===== config.mk =====
export PLATFORM = sky130hd
export DESIGN_NAME = tx_udp
export DESIGN_NICKNAME = d
export VERILOG_FILES = /design/src/rtl/tx_udp.sv
export SDC_FILE = /design/constraint.sdc
export NUM_CORES = 1
export LEC_CHECK = 0
export ABC_AREA = 1
export CORE_MARGIN = 3
export CORE_UTILIZATION = 40
export CTS_CLUSTER_DIAMETER = 50
export DETAILED_ROUTE_END_ITERATION = 12
export GPL_TIMING_DRIVEN = 0
export PLACE_DENSITY = 0.65
export SLEW_MARGIN = 20
export SYNTH_ARGS = -nofsm -noshare
export SYNTH_HDL_FRONTEND = slang
export SYNTH_SLANG_ARGS = --single-unit

===== constraint.sdc =====
create_clock -name clk -period 1.8 [get_ports clk]
set_input_delay 0.18 -clock clk [delete_from_list [all_inputs] [get_ports clk]]
set_output_delay 0.18 -clock clk [all_outputs]
set_load 0.01 [all_outputs]

===== src/rtl/tx_udp.sv =====
// UDP transmit framer: 8-byte header (src, dst, length, zero checksum) then payload_len bytes pulled from upstream.
// Latency: first header byte valid 1 cycle after accepted tx_start; output register stalls on !out_ready.
module tx_udp #(
    parameter int OCT = 8
) (
    input  logic               clk,
    input  logic               rst,
    input  logic               tx_start,
    input  logic [2*OCT-1:0]   tx_src_port,
    input  logic [2*OCT-1:0]   tx_dst_port,
    input  logic [2*OCT-1:0]   tx_payload_len,
    input  logic               pl_valid,
    input  logic [OCT-1:0]     pl_data,
    output logic               pl_ready,
    input  logic               out_ready,
    output logic               out_valid,
    output logic [OCT-1:0]     out_data,
    output logic               out_last,
    output logic               tx_busy,
    output logic               tx_done,
    output logic               tx_err
);
    localparam int W = 2 * OCT;
    // Largest payload whose length plus the 8-byte header still fits the 16-bit field.
    localparam logic [W-1:0] LEN_MAX = ~W'(8);

    typedef enum logic [1:0] {S_IDLE, S_HDR, S_PAYLOAD, S_LAST} state_t;

    state_t         state_q, state_d;
    logic [2:0]     hdr_cnt_q, hdr_cnt_d;
    logic [W-1:0]   rem_q, rem_d;
    logic [W-1:0]   src_q, src_d;
    logic [W-1:0]   dst_q, dst_d;
    logic [W-1:0]   ulen_q, ulen_d;
    logic           out_valid_q, out_valid_d;
    logic [OCT-1:0] out_data_q, out_data_d;
    logic           out_last_q, out_last_d;
    logic           busy_q, busy_d;
    logic           done_q, done_d;
    logic           err_q, err_d;

    logic           load_slot;
    logic           start_ok;
    logic           start_bad;
    logic           pl_take;
    logic           done_evt;
    logic [OCT-1:0] hdr_byte;

    assign load_slot = !out_valid_q || out_ready;
    assign start_ok  = (state_q == S_IDLE) && tx_start && (tx_payload_len <= LEN_MAX);
    assign start_bad = (state_q == S_IDLE) && tx_start && (tx_payload_len > LEN_MAX);
    assign pl_take   = pl_valid && pl_ready;
    assign done_evt  = out_valid_q && out_ready && out_last_q;

    // Byte 0 is loaded straight from the ports on start, so only bytes 1..7 come from here.
    always_comb begin
        case (hdr_cnt_q)
            3'd1:    hdr_byte = src_q[OCT-1:0];
            3'd2:    hdr_byte = dst_q[W-1:OCT];
            3'd3:    hdr_byte = dst_q[OCT-1:0];
            3'd4:    hdr_byte = ulen_q[W-1:OCT];
            3'd5:    hdr_byte = ulen_q[OCT-1:0];
            default: hdr_byte = '0;
        endcase
    end

    always_ff @(posedge clk) begin
        if (rst) begin
            state_q <= S_IDLE;
        end else begin
            state_q <= state_d;
        end
    end

    always_comb begin
        state_d = state_q;
        case (state_q)
            S_IDLE: begin
                if (start_ok) state_d = S_HDR;
            end
            S_HDR: begin
                if (load_slot && hdr_cnt_q == 3'd7) begin
                    state_d = (rem_q != '0) ? S_PAYLOAD : S_LAST;
                end
            end
            S_PAYLOAD: begin
                if (pl_take && rem_q == W'(1)) state_d = S_LAST;
            end
            S_LAST: begin
                if (done_evt) state_d = S_IDLE;
            end
            default: state_d = S_IDLE;
        endcase
    end

    always_comb begin
        pl_ready    = (state_q == S_PAYLOAD) && load_slot && (rem_q != '0);
        hdr_cnt_d   = hdr_cnt_q;
        rem_d       = rem_q;
        src_d       = src_q;
        dst_d       = dst_q;
        ulen_d      = ulen_q;
        out_valid_d = out_valid_q;
        out_data_d  = out_data_q;
        out_last_d  = out_last_q;
        busy_d      = busy_q;
        done_d      = 1'b0;
        err_d       = 1'b0;
        case (state_q)
            S_IDLE: begin
                if (start_ok) begin
                    src_d       = tx_src_port;
                    dst_d       = tx_dst_port;
                    ulen_d      = tx_payload_len + W'(8);
                    rem_d       = tx_payload_len;
                    busy_d      = 1'b1;
                    out_valid_d = 1'b1;
                    out_data_d  = tx_src_port[W-1:OCT];
                    out_last_d  = 1'b0;
                    hdr_cnt_d   = 3'd1;
                end else if (start_bad) begin
                    err_d = 1'b1;
                end
            end
            S_HDR: begin
                if (load_slot) begin
                    out_valid_d = 1'b1;
                    out_data_d  = hdr_byte;
                    out_last_d  = (hdr_cnt_q == 3'd7) && (rem_q == '0);
                    hdr_cnt_d   = hdr_cnt_q + 3'd1;
                end
            end
            S_PAYLOAD: begin
                if (pl_take) begin
                    out_valid_d = 1'b1;
                    out_data_d  = pl_data;
                    out_last_d  = (rem_q == W'(1));
                    rem_d       = rem_q - W'(1);
                end else if (load_slot) begin
                    out_valid_d = 1'b0;
                end
            end
            S_LAST: begin
                if (done_evt) begin
                    out_valid_d = 1'b0;
                    out_last_d  = 1'b0;
                    busy_d      = 1'b0;
                    done_d      = 1'b1;
                end
            end
            default: ;
        endcase
    end

    always_ff @(posedge clk) begin
        if (rst) begin
            hdr_cnt_q   <= '0;
            rem_q       <= '0;
            src_q       <= '0;
            dst_q       <= '0;
            ulen_q      <= '0;
            out_valid_q <= 1'b0;
            out_data_q  <= '0;
            out_last_q  <= 1'b0;
            busy_q      <= 1'b0;
            done_q      <= 1'b0;
            err_q       <= 1'b0;
        end else begin
            hdr_cnt_q   <= hdr_cnt_d;
            rem_q       <= rem_d;
            src_q       <= src_d;
            dst_q       <= dst_d;
            ulen_q      <= ulen_d;
            out_valid_q <= out_valid_d;
            out_data_q  <= out_data_d;
            out_last_q  <= out_last_d;
            busy_q      <= busy_d;
            done_q      <= done_d;
            err_q       <= err_d;
        end
    end

    assign out_valid = out_valid_q;
    assign out_data  = out_data_q;
    assign out_last  = out_last_q;
    assign tx_busy   = busy_q;
    assign tx_done   = done_q;
    assign tx_err    = err_q;

endmodule


==> out/metrics.yaml, run 1 <==
layout:
  multi_input_area_um2: 2560
  final_area_um2: 5770
  drive_above_1_share: 0.142
  syn2layout_area_growth_pct: 37.8
  final_nets: 831
  layout.cells.non_filler: 893
  layout_commonest_cell: "nand2_1"
  n_fill_cell: 994
  antenna_cells: 0
  final_cell_mix: "nand2_1 (148), nor2_1 (114), dfxtp_1 (67)"
  regArea_um2: 1500
place:
  place.gp.congestion: 0.934
  postPlaceCellArea_um2: 5100
  dp.cells: 856
  portBuffers: 74
  dpl.hpwl_mm: 9.99
worst_setup_path:
  crit_top_cell: "nor2_1"
  cp.arrival_ns: 1.99
  start_kind: "flip-flop"
  cp_cell_sequence: "ha_1 -> ha_2 -> inv_1 -> o22ai_2 -> o21ai_0 -> a21oi_1 -> nor2_1 -> nor2_1"
  critPathMaxFanout: 5
  end_kind: "flip-flop"
  cp_data_required_time_ns: 2.05
  critical_path.slowest_cell: "dfxtp_2"
  critPathMaxStageDelay_ns: 0.34
  crit_type: "flip-flop to flip-flop"
  critPathBufInv: 1
  crit_family: "compound AO/OA/AOI/OAI gates"
global_route:
  antenna_found_initial: 0
  grt_util_met1: 0.287
  grt_pass1_vias: 4235
  use_met3: 0.0352
  grt_pass1_wl_mm: 20.9
  gr-usage-all-layers: 0.229
  grt_most_used_layer: "met2"
  grt_start_max_net_pins: 15
  grt-ovfl-total: 0
  met2_usage: 0.401
worst_hold_path:
  hp-class: "input port to flip-flop"
yosys:
  async_flop_share: 0
  avgSynthCellArea_um2: 6.46
  yosysWarningCount: 0
  ys_types: 38
  yosys_most_used_dff: "dfxtp_1"
  syn_inst: 649
  synth_edf_count: 0
  ys_seq_area_frac: 0.353
  syn_area_um2: 4190
  synth_seq_cells: 74
  syn_nets: 725
detailed_routing:
  ant_nets: 0
  wl_mm: 13.6
  drc: 0
  first_pass_iters: 4
  via_per_inst: 5.05
  wl_per_cell_um: 15.3
  drt_iter0_markers: 235
  vias: 4513
die:
  die_h_um: 108
  initial_utilization: 0.419
  die_x_um: 108
  pin_count: 75
  core_area_um2: 10000
  dieArea_um2: 11700
  rows: 36
timing:
  fmax_mhz: 573
  period_share: 0.969
  period_minus_slack_ns: 1.74
  fin_setup_tns_ns: 0
  report.final.slew_viol_count: 0
  setup_viol: 0
  hold_viol_final: 0
  skew_ns: 0.00937
  worstMarginPinSlew_ns: 0.696
  relSlewSlack: 0.536
clocking:
  clock-sinks: 74
  clk-insertion-delay-late_ns: 0.35
  cts_buffers: 9
  cts_hold_buf: 0
  cts_tree: "built"
  htree_num_levels: 3
  cts_buffer_depth: 2
  cts.reportedPaths.clkPinSlew_ns: 0.09
  cts_root_buf: "clkbuf_8"
power_and_ir_drop:
  peakVddDrop_mv: 0.958
  p_leak_nw: 2.56
  power_per_cell_area_nw_per_um2: 1770
  p_total_mw: 10.2
status:
  status: "finished, final reports clean"
flow_run:
  maxCapViolations: 0
[path summary, 6_finish.rpt]
check | startpoint | endpoint | slack [ns] | cells after the start
max | hdr_cnt_q[0]$_SDFFE_PP0P_ | out_data[1]$_SDFFE_PP0P_ | 0.06 | 8
min reg2reg | ulen_q[7]$_SDFFE_PP0P_ | ulen_q[7]$_SDFFE_PP0P_ | 0.46 | 2
max reg2reg | hdr_cnt_q[0]$_SDFFE_PP0P_ | out_data[1]$_SDFFE_PP0P_ | 0.06 | 8
min | tx_payload_len[13] | ulen_q[13]$_SDFFE_PP0P_ | 0.18 | 3
[through the flow]
step | hold WS [ns] | util | worst slack (ns)
after floorplan | 0.258 | - | 0.0301
after global placement | 0.443 | 0.510 | -0.530
after detailed placement | 0.452 | 0.510 | -0.566
after CTS | 0.330 | 0.535 | -0.0738
after global routing | 0.195 | 0.577 | -0.0383
final | 0.178 | 0.577 | 0.0556
[logic make-up after synthesis]
logic type                 synth area share
and+or+nand+nor                       0.307
xor gates and xnor gates             0.0251
adders and majority gates            0.0448
AOI/OAI and AO/OA                     0.184
DFF                                   0.353
buffers and inverters                0.0824
muxes                               0.00239
[state kept, by name, indices dropped and copies added, names as in the netlist]
| name | cells |
|---|---|
| dst_q | 16 |
| rem_q | 16 |
| ulen_q | 16 |
| out_valid | 1 |
| out_data | 8 |
| src_q | 8 |
| tx_done | 1 |
| tx_busy | 1 |
| hdr_cnt_q | 3 |
| state_q | 2 |
| out_last | 1 |
| tx_err | 1 |
[cell type report]
type	count	area share
Timing Repair Buffer	94	0.164
Inverter	62	0.0420
Clock inverter	7	0.0176
Buffer	24	0.0243
Clock buffer	9	0.0215
Sequential cell	74	0.259
Multi-Input combinational cell	490	0.443
Tap cell	133	0.0288
[synth_stat cells (2+ instances only)]
master,number,area [um2]
a211oi_1,5,37.5
a21oi_1,49,245
a21oi_2,5,43.8
buf_1,2,7.51
buf_2,2,10.0
buf_6,2,22.5
clkbuf_1,16,60.1
clkbuf_2,2,10.0
dfxtp_1,74,1480
ha_1,15,188
inv_1,60,225
nand2_1,151,567
nand2_2,2,12.5
nand3_1,26,130
nand4_1,4,25.0
nor2_1,125,469
nor3_1,4,20.0
o21ai_0,69,345
o22ai_1,6,37.5
or2_2,2,12.5
xor2_1,11,96.3
[layer usage]
layer,vias up,routed length (um)
li1,2297,-
met1,2048,5880
met2,144,6700
met3,24,729
met4,0,318
met5,-,0
[where the power goes]
part / switching (mW) / internal [mW] / leakage (nW)
combinational: 3.63 / 2.49 / 1.84
clock: 0.693 / 0.793 / 0.106
sequential: 0.411 / 2.21 / 0.615
[what timing repair did]
action                     in CTS  in global routing
buffers inserted                1                 17
hold endpoints to repair        0                  0
setup endpoints to repair      72                 70
resized for setup              25                 85
gates cloned                    0                  3
pin swaps                       1                 14
[worst reg2reg max path, delay by kind of cell, from the launching register on]
family                   cells  cell delay, ns
AND/OR/NAND/NOR              2            0.16
flip-flops                   1            0.34
buffers and inverters        1            0.17
adder cells (fa/ha/maj)      2            0.44
AO/OA/AOI/OAI                3            0.54
No activity file was read; power rests on OpenSTA's default activity.
==> run 2, diff against run 1 <==
--- a/config.mk
+++ b/config.mk
@@ -6,10 +6,12 @@
 export NUM_CORES = 1
 export LEC_CHECK = 0
 export ABC_AREA = 1
+export CAP_MARGIN = 20
 export CORE_MARGIN = 3
 export CORE_UTILIZATION = 40
 export CTS_CLUSTER_DIAMETER = 50
 export DETAILED_ROUTE_END_ITERATION = 12
+export GPL_ROUTABILITY_DRIVEN = 0
 export GPL_TIMING_DRIVEN = 0
 export PLACE_DENSITY = 0.65
 export SLEW_MARGIN = 20
==> out/metrics.yaml, run 2 (synthesized netlist as in run 1, its figures left out) <==
status:
  status: "finished, final reports clean"
detailed_routing:
  vias: 4598  # +1.9%
  ant_nets: 0  # unchanged
  first_pass_iters: 7  # +3
  drt_iter0_markers: 278  # +18%
  via_per_inst: 5.21  # +3.0%
  wl_mm: 13.5  # -1.1%
  drc: 0  # unchanged
  wl_per_cell_um: 15.3  # about the same
timing:
  period_share: 0.969  # about the same
  period_minus_slack_ns: 1.74  # -0.000930 ns
  rsz0062_at_grt: "true"
  fmax_mhz: 574  # about the same
  setup_viol: 0  # unchanged
  hold_viol_final: 0  # unchanged
  skew_ns: 0.00552  # -0.00385 ns
  fin_ws_ns: 0.0565  # +0.000930 ns
  report.final.slew_viol_count: 0  # unchanged
  worstMarginPinSlew_ns: 0.594  # -0.102 ns
  relSlewSlack: 0.604  # +0.0678
place:
  dp.cells: 856  # unchanged
  portBuffers: 74  # unchanged
  postPlaceCellArea_um2: 5100  # unchanged
  dpl.hpwl_mm: 9.71  # -2.8%
  dp_slack_ns: -0.601  # -0.0351 ns
worst_setup_path:
  cp.arrival_ns: 1.99  # about the same
  reg2regPathDepth: 11  # +3
  critical_path.slowest_cell: "dfxtp_1"
  critPathBufInv: 2  # +1
  crit_start: "rem_q[13]$_SDFFE_PP0P_"
  regToRegSetupSlack_ns: 0.06  # about the same
  cp_data_required_time_ns: 2.05  # about the same
  end_kind: "flip-flop"
  r2r-end: "rem_q[0]$_SDFFE_PP0P_"
  crit_family: "simple AND/OR/NAND/NOR gates"
  reg2reg_from: "rem_q[13]$_SDFFE_PP0P_"
  crit_top_cell: "nor2_1"
  critPathMaxFanout: 10  # +5
  crit_type: "flip-flop to flip-flop"
  cp_cell_sequence: "nor2_1 -> nand2_1 -> nor2_4 -> nand2_1 -> nand3_4 -> nand2_4 -> nand2_8 -> inv_8 -> buf_12 -> nor2_1 -> nor2_1"
  worstSetupEndpoint: "rem_q[0]$_SDFFE_PP0P_"
  cp.depth: 11  # +3
  critPathMaxStageDelay_ns: 0.37  # +0.03 ns
  start_kind: "flip-flop"
clocking:
  clock-sinks: 74  # unchanged
  clk-insertion-delay-late_ns: 0.36  # about the same
  cts_buffers: 9  # unchanged
  cts_tree: "built"
  htree_num_levels: 3  # unchanged
  cts_buffer_depth: 2  # unchanged
  cts.reportedPaths.clkPinSlew_ns: 0.08  # about the same
  cts_root_buf: "clkbuf_8"
layout:
  reg.largest.list: "dst_q (16), rem_q (16), ulen_q (16)"
  n_fill_cell: 1010  # +1.6%
  layout_commonest_cell: "nand2_1"
  final_nets: 821  # -1.2%
  final_area_um2: 5640  # -2.4%
  final_cell_mix: "nand2_1 (148), nor2_1 (113), dfxtp_1 (70)"
  antenna_cells: 0  # unchanged
  layout.cells.non_filler: 883  # -1.1%
  utilization: 0.564  # -0.0138
  drive_above_1_share: 0.124  # -0.0181
  syn2layout_area_growth_pct: 34.5
global_route:
  grt_pass1_wl_mm: 20.9  # -0.13%
  antenna_found_initial: 0  # unchanged
  grt_pass1_vias: 4355  # +2.8%
  grt-ovfl-total: 0  # unchanged
  grt_start_max_net_pins: 15  # unchanged
  gr-usage-all-layers: 0.227  # -0.00248
die:
  core_area_um2: 10000  # unchanged
  die_x_um: 108  # unchanged
  initial_utilization: 0.419  # unchanged
  rows: 36  # unchanged
  pin_count: 75  # unchanged
  die_h_um: 108  # unchanged
  dieArea_um2: 11700  # unchanged
power_and_ir_drop:
  power_per_cell_area_nw_per_um2: 1770  # -0.30%
  peakVddDrop_mv: 0.868  # -9.4%
  p_leak_nw: 2.47  # -3.4%
  p_total_mw: 9.95  # -2.7%
flow_run:
  maxCapViolations: 0  # unchanged
worst_hold_path:
  hp-class: "input port to flip-flop"
## run 2: cell count changes in the layout (fill, tap and decap cells not counted), sizes merged
| cell | previous run | this run |
|---|---|---|
| dlymetal6s2s | 8 | 5 |
| inv | 64 | 65 |
| dlygate4sd2 | 4 | 2 |
| clkdlybuf4s50 | 61 | 66 |
| buf | 25 | 14 |
## run 2: worst min-delay path by stage
stage	from	end	slack [ns]	cells after the start
6_report	tx_payload_len[11]	ulen_q[13]$_SDFFE_PP0P_	0.24	3
5_1_grt	tx_payload_len[11]	ulen_q[13]$_SDFFE_PP0P_	0.27	3
4_1_cts	tx_payload_len[3]	ulen_q[3]$_SDFFE_PP0P_	0.31	2
3_5_place_dp	ulen_q[7]$_SDFFE_PP0P_	ulen_q[7]$_SDFFE_PP0P_	0.45	2
3_3_place_gp	dst_q[11]$_SDFFE_PP0P_	dst_q[11]$_SDFFE_PP0P_	0.44	2
2_1_floorplan	rst	ulen_q[5]$_SDFFE_PP0P_	0.26	1
## run 2: timing repair
action | CTS | global route
endpoints found under the setup margin | 72 | 70
pin swaps | 3 | 4
hold buffers | 0 | 0
gates cloned | 0 | 3
gates resized for setup | 35 | 65
buffers inserted | 5 | 3
## run 2: tightest hold or removal path: cells and delay by family
kind | cells | cell delay (ns)
buf+inv | 1 | 0.19
compound gates | 1 | 0.06
simple gates | 1 | 0.12
## run 2: layout make-up
type / instances / area [um2] / share of cell area
Multi-Input combinational cell: 490 / 2510 / 0.446
Sequential cell: 74 / 1490 / 0.264
Timing Repair Buffer: 83 / 843 / 0.150
Tap cell: 133 / 166 / 0.0295
Buffer: 24 / 148 / 0.0262
Clock inverter: 7 / 101 / 0.0180
Timing Repair inverter: 1 / 6.26 / 0.00111
Inverter: 62 / 245 / 0.0435
Clock buffer: 9 / 124 / 0.0220
## run 2: where the power goes
group / leakage [nW] / switching (mW) / internal [mW]
Sequential: 0.614 / 0.404 / 2.20
Combinational: 1.75 / 3.58 / 2.28
Clock: 0.106 / 0.697 / 0.792
## run 2: per-layer routing
metal / share of wire / GRT usage / vias to the layer above / wire length (um)
met5: 0 / 0 / - / 0
met4: 0.019 / 0.0775 / 0 / 256
met1: 0.44 / 0.287 / 2143 / 5980
met2: 0.48 / 0.392 / 159 / 6530
li1: - / - / 2275 / -
met3: 0.053 / 0.0352 / 21 / 714
## run 2: metrics by stage
stage | setup TNS (ns) | hold slack (ns)
floorplan | 0 | 0.258
detailed placement | -35.81 | 0.448
finish | 0 | 0.241
CTS | -0.0231 | 0.307
global placement | -32.44 | 0.441
global route | -0.362 | 0.269
==> run 3, diff against run 2 <==
--- a/config.mk
+++ b/config.mk
@@ -12,7 +12,6 @@
 export CTS_CLUSTER_DIAMETER = 50
 export DETAILED_ROUTE_END_ITERATION = 12
 export GPL_ROUTABILITY_DRIVEN = 0
-export GPL_TIMING_DRIVEN = 0
 export PLACE_DENSITY = 0.65
 export SLEW_MARGIN = 20
 export SYNTH_ARGS = -nofsm -noshare
==> out/metrics.yaml, run 3 (synthesized netlist as in run 1, its figures left out) <==
status:
  status: "finished, final reports clean"
die:
  die_h_um: 108  # unchanged
  initial_utilization: 0.419  # unchanged
  dieArea_um2: 11700  # unchanged
  die_x_um: 108  # unchanged
  pin_count: 75  # unchanged
  rows: 36  # unchanged
  core_area_um2: 10000  # unchanged
global_route:
  grt-ovfl-total: 0  # unchanged
  gr-usage-all-layers: 0.213  # -0.0140
  grt_pass1_vias: 4271  # -1.9%
  antenna_found_initial: 0  # unchanged
  grt_pass1_wl_mm: 20.0  # -4.2%
  grt_start_max_net_pins: 62  # +47
worst_setup_path:
  crit_type: "flip-flop to flip-flop"
  cp.arrival_ns: 1.95  # -0.04 ns
  cp_data_required_time_ns: 2.06  # about the same
  end_kind: "flip-flop"
  start_kind: "flip-flop"
  critPathMaxFanout: 5  # -5
layout:
  layout_commonest_cell: "nand2_1"
  reg.largest.list: "dst_q (16), rem_q (16), ulen_q (16)"
  drive_above_1_share: 0.158  # +0.0344
  n_fill_cell: 949  # -6.0%
  final_cell_mix: "nand2_1 (150), nor2_1 (117), clkdlybuf4s50_1 (72)"
  layout.cells.non_filler: 916  # +3.7%
  antenna_cells: 0  # unchanged
  syn2layout_area_growth_pct: 39.0
  final_nets: 854  # +4.0%
detailed_routing:
  first_pass_iters: 5  # -2
  drc: 0  # unchanged
  ant_nets: 0  # unchanged
  wl_mm: 12.3  # -8.7%
  wl_per_cell_um: 13.4  # -12%
  vias: 4491  # -2.3%
  drt_iter0_markers: 200  # -28%
  via_per_inst: 4.90  # -5.8%
clocking:
  clk-insertion-delay-late_ns: 0.35  # about the same
  htree_num_levels: 3  # unchanged
  clock-sinks: 74  # unchanged
  cts.reportedPaths.clkPinSlew_ns: 0.09  # about the same
  cts_root_buf: "clkbuf_8"
  cts_tree: "built"
  cts_buffers: 9  # unchanged
  cts_buffer_depth: 2  # unchanged
flow_run:
  maxCapViolations: 0  # unchanged
power_and_ir_drop:
  peakVddDrop_mv: 0.892  # +2.7%
  power_per_cell_area_nw_per_um2: 1640  # -6.9%
  p_leak_nw: 2.60  # +5.3%
timing:
  rsz0062_at_grt: "true"
  report.final.slew_viol_count: 0  # unchanged
  skew_ns: 0.0140  # +0.00846 ns
  fmax_mhz: 589  # +2.7%
  relSlewSlack: 0.751  # +0.147
  period_minus_slack_ns: 1.70  # -0.0458 ns
  fin_setup_tns_ns: 0  # unchanged
  whs_ns: 0.317  # +0.0764 ns
  hold_viol_final: 0  # unchanged
  period_share: 0.943  # -0.0255
  worstMarginPinSlew_ns: 0.371  # -0.223 ns
  setup_viol: 0  # unchanged
place:
  dp.cells: 899  # +5.0%
  portBuffers: 74  # unchanged
  dpl.hpwl_mm: 9.35  # -3.7%
worst_hold_path:
  hp-class: "input port to flip-flop"
-- run 3: cell count changes in the layout (fill, tap and decap cells not counted), sizes merged, moves of 2 or more --
cell	delta
buf	+55
bufinv	-2
clkbuf	-20
clkdlybuf4s50	+6
dlygate4sd2	-2
dlymetal6s2s	-4
inv	+3
-- run 3: metrics by stage --
step	setup WS, ns	util	power (mW)	area [um2]
after floorplan	0.0301	-	6.03	4190
after global routing	-0.0173	0.583	10.5	5830
after detailed placement	-0.220	0.555	8.09	5550
final	0.102	0.583	9.58	5830
after global placement	-0.132	0.555	7.96	5550
after CTS	0.0104	0.575	9.38	5750
-- run 3: area by class of cell --
type | instances | area (um2) | share of cell area
well taps | 133 | 166 | 0.0286
inverters | 62 | 238 | 0.0408
repair buffers | 142 | 1320 | 0.226
clock buffers | 9 | 124 | 0.0213
clock inverters | 7 | 65.1 | 0.0112
flip-flops and latches | 74 | 1490 | 0.255
multi-input cells | 489 | 2430 | 0.417
-- run 3: timing repair --
item                                    4_1_cts  5_1_grt
pin swaps                                     1        1
buffers inserted                              0        1
resized for setup                             6       34
endpoints found under the setup margin        6       37
hold buffers                                  0        0
-- run 3: report_power, final --
part	switching, mW	leakage (nW)	total, mW	internal (mW)
combinational	3.36	1.90	5.80	2.44
clock	0.721	0.0951	1.26	0.539
sequential	0.324	0.614	2.52	2.20
total	4.41	2.60	9.58	5.17
-- run 3: worst paths after layout --
kind | startpoint | endpoint | slack [ns] | cells past startpoint
worst max-delay path | hdr_cnt_q[0]$_SDFFE_PP0P_ | out_data[2]$_SDFFE_PP0P_ | 0.10 | 8
worst min-delay path | tx_payload_len[3] | ulen_q[3]$_SDFFE_PP0P_ | 0.32 | 3
worst max register to register | hdr_cnt_q[0]$_SDFFE_PP0P_ | out_data[2]$_SDFFE_PP0P_ | 0.10 | 8
worst min register to register | dst_q[9]$_SDFFE_PP0P_ | dst_q[9]$_SDFFE_PP0P_ | 0.46 | 2
-- run 3: per-layer routing --
layer  wire length [um]  vias to the layer above  part of all wire  track usage
met5                  0                        -                 0            0
met4                231                        0             0.019       0.0721
met3                507                       16             0.041       0.0304
met2               6010                      104              0.49        0.368
met1               5560                     2026              0.45        0.271
li1                   -                     2345                 -            -
-- run 3: worst max-delay path, cell delays in order (launching register included) --
cell,delay (ns)
dfxtp_2,0.35
ha_1,0.22
ha_2,0.21
inv_2,0.10
o22ai_1,0.10
o21ai_0,0.34
a21oi_1,0.11
nor2_1,0.12
nor2_1,0.05
==> RTL change, RTL diff (settings of run 3) <==
Set the parameter `OCT` to 16 (it was 8).
--- a/src/rtl/tx_udp.sv
+++ b/src/rtl/tx_udp.sv
@@ -1,7 +1,7 @@
 // UDP transmit framer: 8-byte header (src, dst, length, zero checksum) then payload_len bytes pulled from upstream.
 // Latency: first header byte valid 1 cycle after accepted tx_start; output register stalls on !out_ready.
 module tx_udp #(
-    parameter int OCT = 8
+    parameter int OCT = 16
 ) (
     input  logic               clk,
     input  logic               rst,
Interface: changed (5 resized); port bits go from 75 to 139. No check against the original RTL was run, so the function may have changed too.
==> RTL change against run 3 <==
  * The run now ends with negative setup slack left
  * Sequential cell count increased by 64
  * Non-clock buffer count rose by 209
  * Design area rose by 120%
  * Highest routed layer is now met5
  * Synthesized cell count is 110% higher
  * Total power up 130%
  * Worst setup slack worse by 210 ps
  * Clock skew shrank 3.5 ps
  * Largest cell class unchanged
  * Synthesized area grew 99%
  * Critical path depth is 7 higher
  * Critical endpoint is now rem_q[16]$_SDFFE_PP0P_
  * Routed wire length grew to 2.5 times the old value
==> RTL change: results (changes against run 3) <==
[yosys]
synth_nets=1484  ; +100%
syn_inst=1353  ; +110%
ys_top_cells_by_area=dfxtp_1 33%, nand2_1 16%, nor2_1 9.8%
yosys.area_share.xor_xnor=0.0253  ; +0.000181
synthAdderAreaFrac=0.0210  ; -0.0237
synthTopCellsByCount=347 x nand2_1, 218 x nor2_1, 152 x inv_1, 138 x dfxtp_1, 133 x o21ai_0
synth.distinct_cells=40  ; +5.3%
yosysSeqAreaShare=0.332  ; -0.0215

[power]
pg_seq_w=0.00459  ; +82%
pg_comb_w=0.0139  ; +140%
seq_power_share=0.206  ; -0.057
internal_power_w=0.0123  ; +140%
ir_drop_mv=0.750  ; -16%
p_leak_nw=5.91  ; +130%

[grt]
met1_usage=0.350  ; +0.0789
grt_pass1_vias=8760  ; +110%
grt_util_all_layers=0.252  ; +0.0391
met2_usage=0.404  ; +0.0367
use_met3=0.0455  ; +0.0150
grt_antenna_before_repair=1  ; +1

[sta]
setup_ws_ps=-109  ; -211 ps
setup_viol=51  ; +51
tightest_slew_ps=401  ; +30.4 ps
holdWs_ps=305  ; -12.3 ps
fin_skew_ps=10.5  ; -3.46 ps

[setup_path]
crit_family=simple AND/OR/NAND/NOR gates
worst-endpoint-arrival_ps=2240  ; +290 ps
crit_path_max_incr_delay_ps=330  ; -20 ps

[placed_design]
port_buffers=138  ; +86%
place_hpwl_um=21500  ; +130%
place_area_um2=11300  ; +100%

[route]
wl_met1_um=13700  ; +150%
route.met3.wl_um=2160  ; +330%
wl_met2_um=14300  ; +140%
first_iter_violations=756  ; +280%
vias=9986  ; +120%

[outcome]
violations=negative setup slack
status=finished, violations left

[cts]
worst_skew_pair.late_latency_ps=430  ; +80 ps
post-cts-setup-buffers=9  ; +9

[layout]
top_regs=dst_q (32), rem_q (32), ulen_q (32)
final_layout_size_suffix_gt1_frac=0.268  ; +0.110
final_cells=1949  ; +110%

-- RTL change: final cells by class --
type | instances | area [um2]
fill | 1798 | 7280
multi-input combinational | 998 | 5380
timing repair buffer | 351 | 3310
sequential | 138 | 2770
inverter | 158 | 639
clock buffer | 21 | 460
tap | 270 | 338
clock inverter | 11 | 158
timing repair inverter | 2 | 18.8
-- RTL change: path summary, 6_finish.rpt --
check | startpoint | endpoint | cells after the start
max reg2reg | rem_q[0]$_SDFFE_PP0P_ | rem_q[16]$_SDFFE_PP0P_ | 15
max | rem_q[0]$_SDFFE_PP0P_ | rem_q[16]$_SDFFE_PP0P_ | 15
min | tx_payload_len[3] | ulen_q[3]$_SDFFE_PP0P_ | 4
min reg2reg | dst_q[14]$_SDFFE_PP0P_ | dst_q[14]$_SDFFE_PP0P_ | 2
-- RTL change: tightest hold or removal path: cells and delay by family --
kind	cells	cell delay, ps
compound gates	1	70
buf+inv	3	440
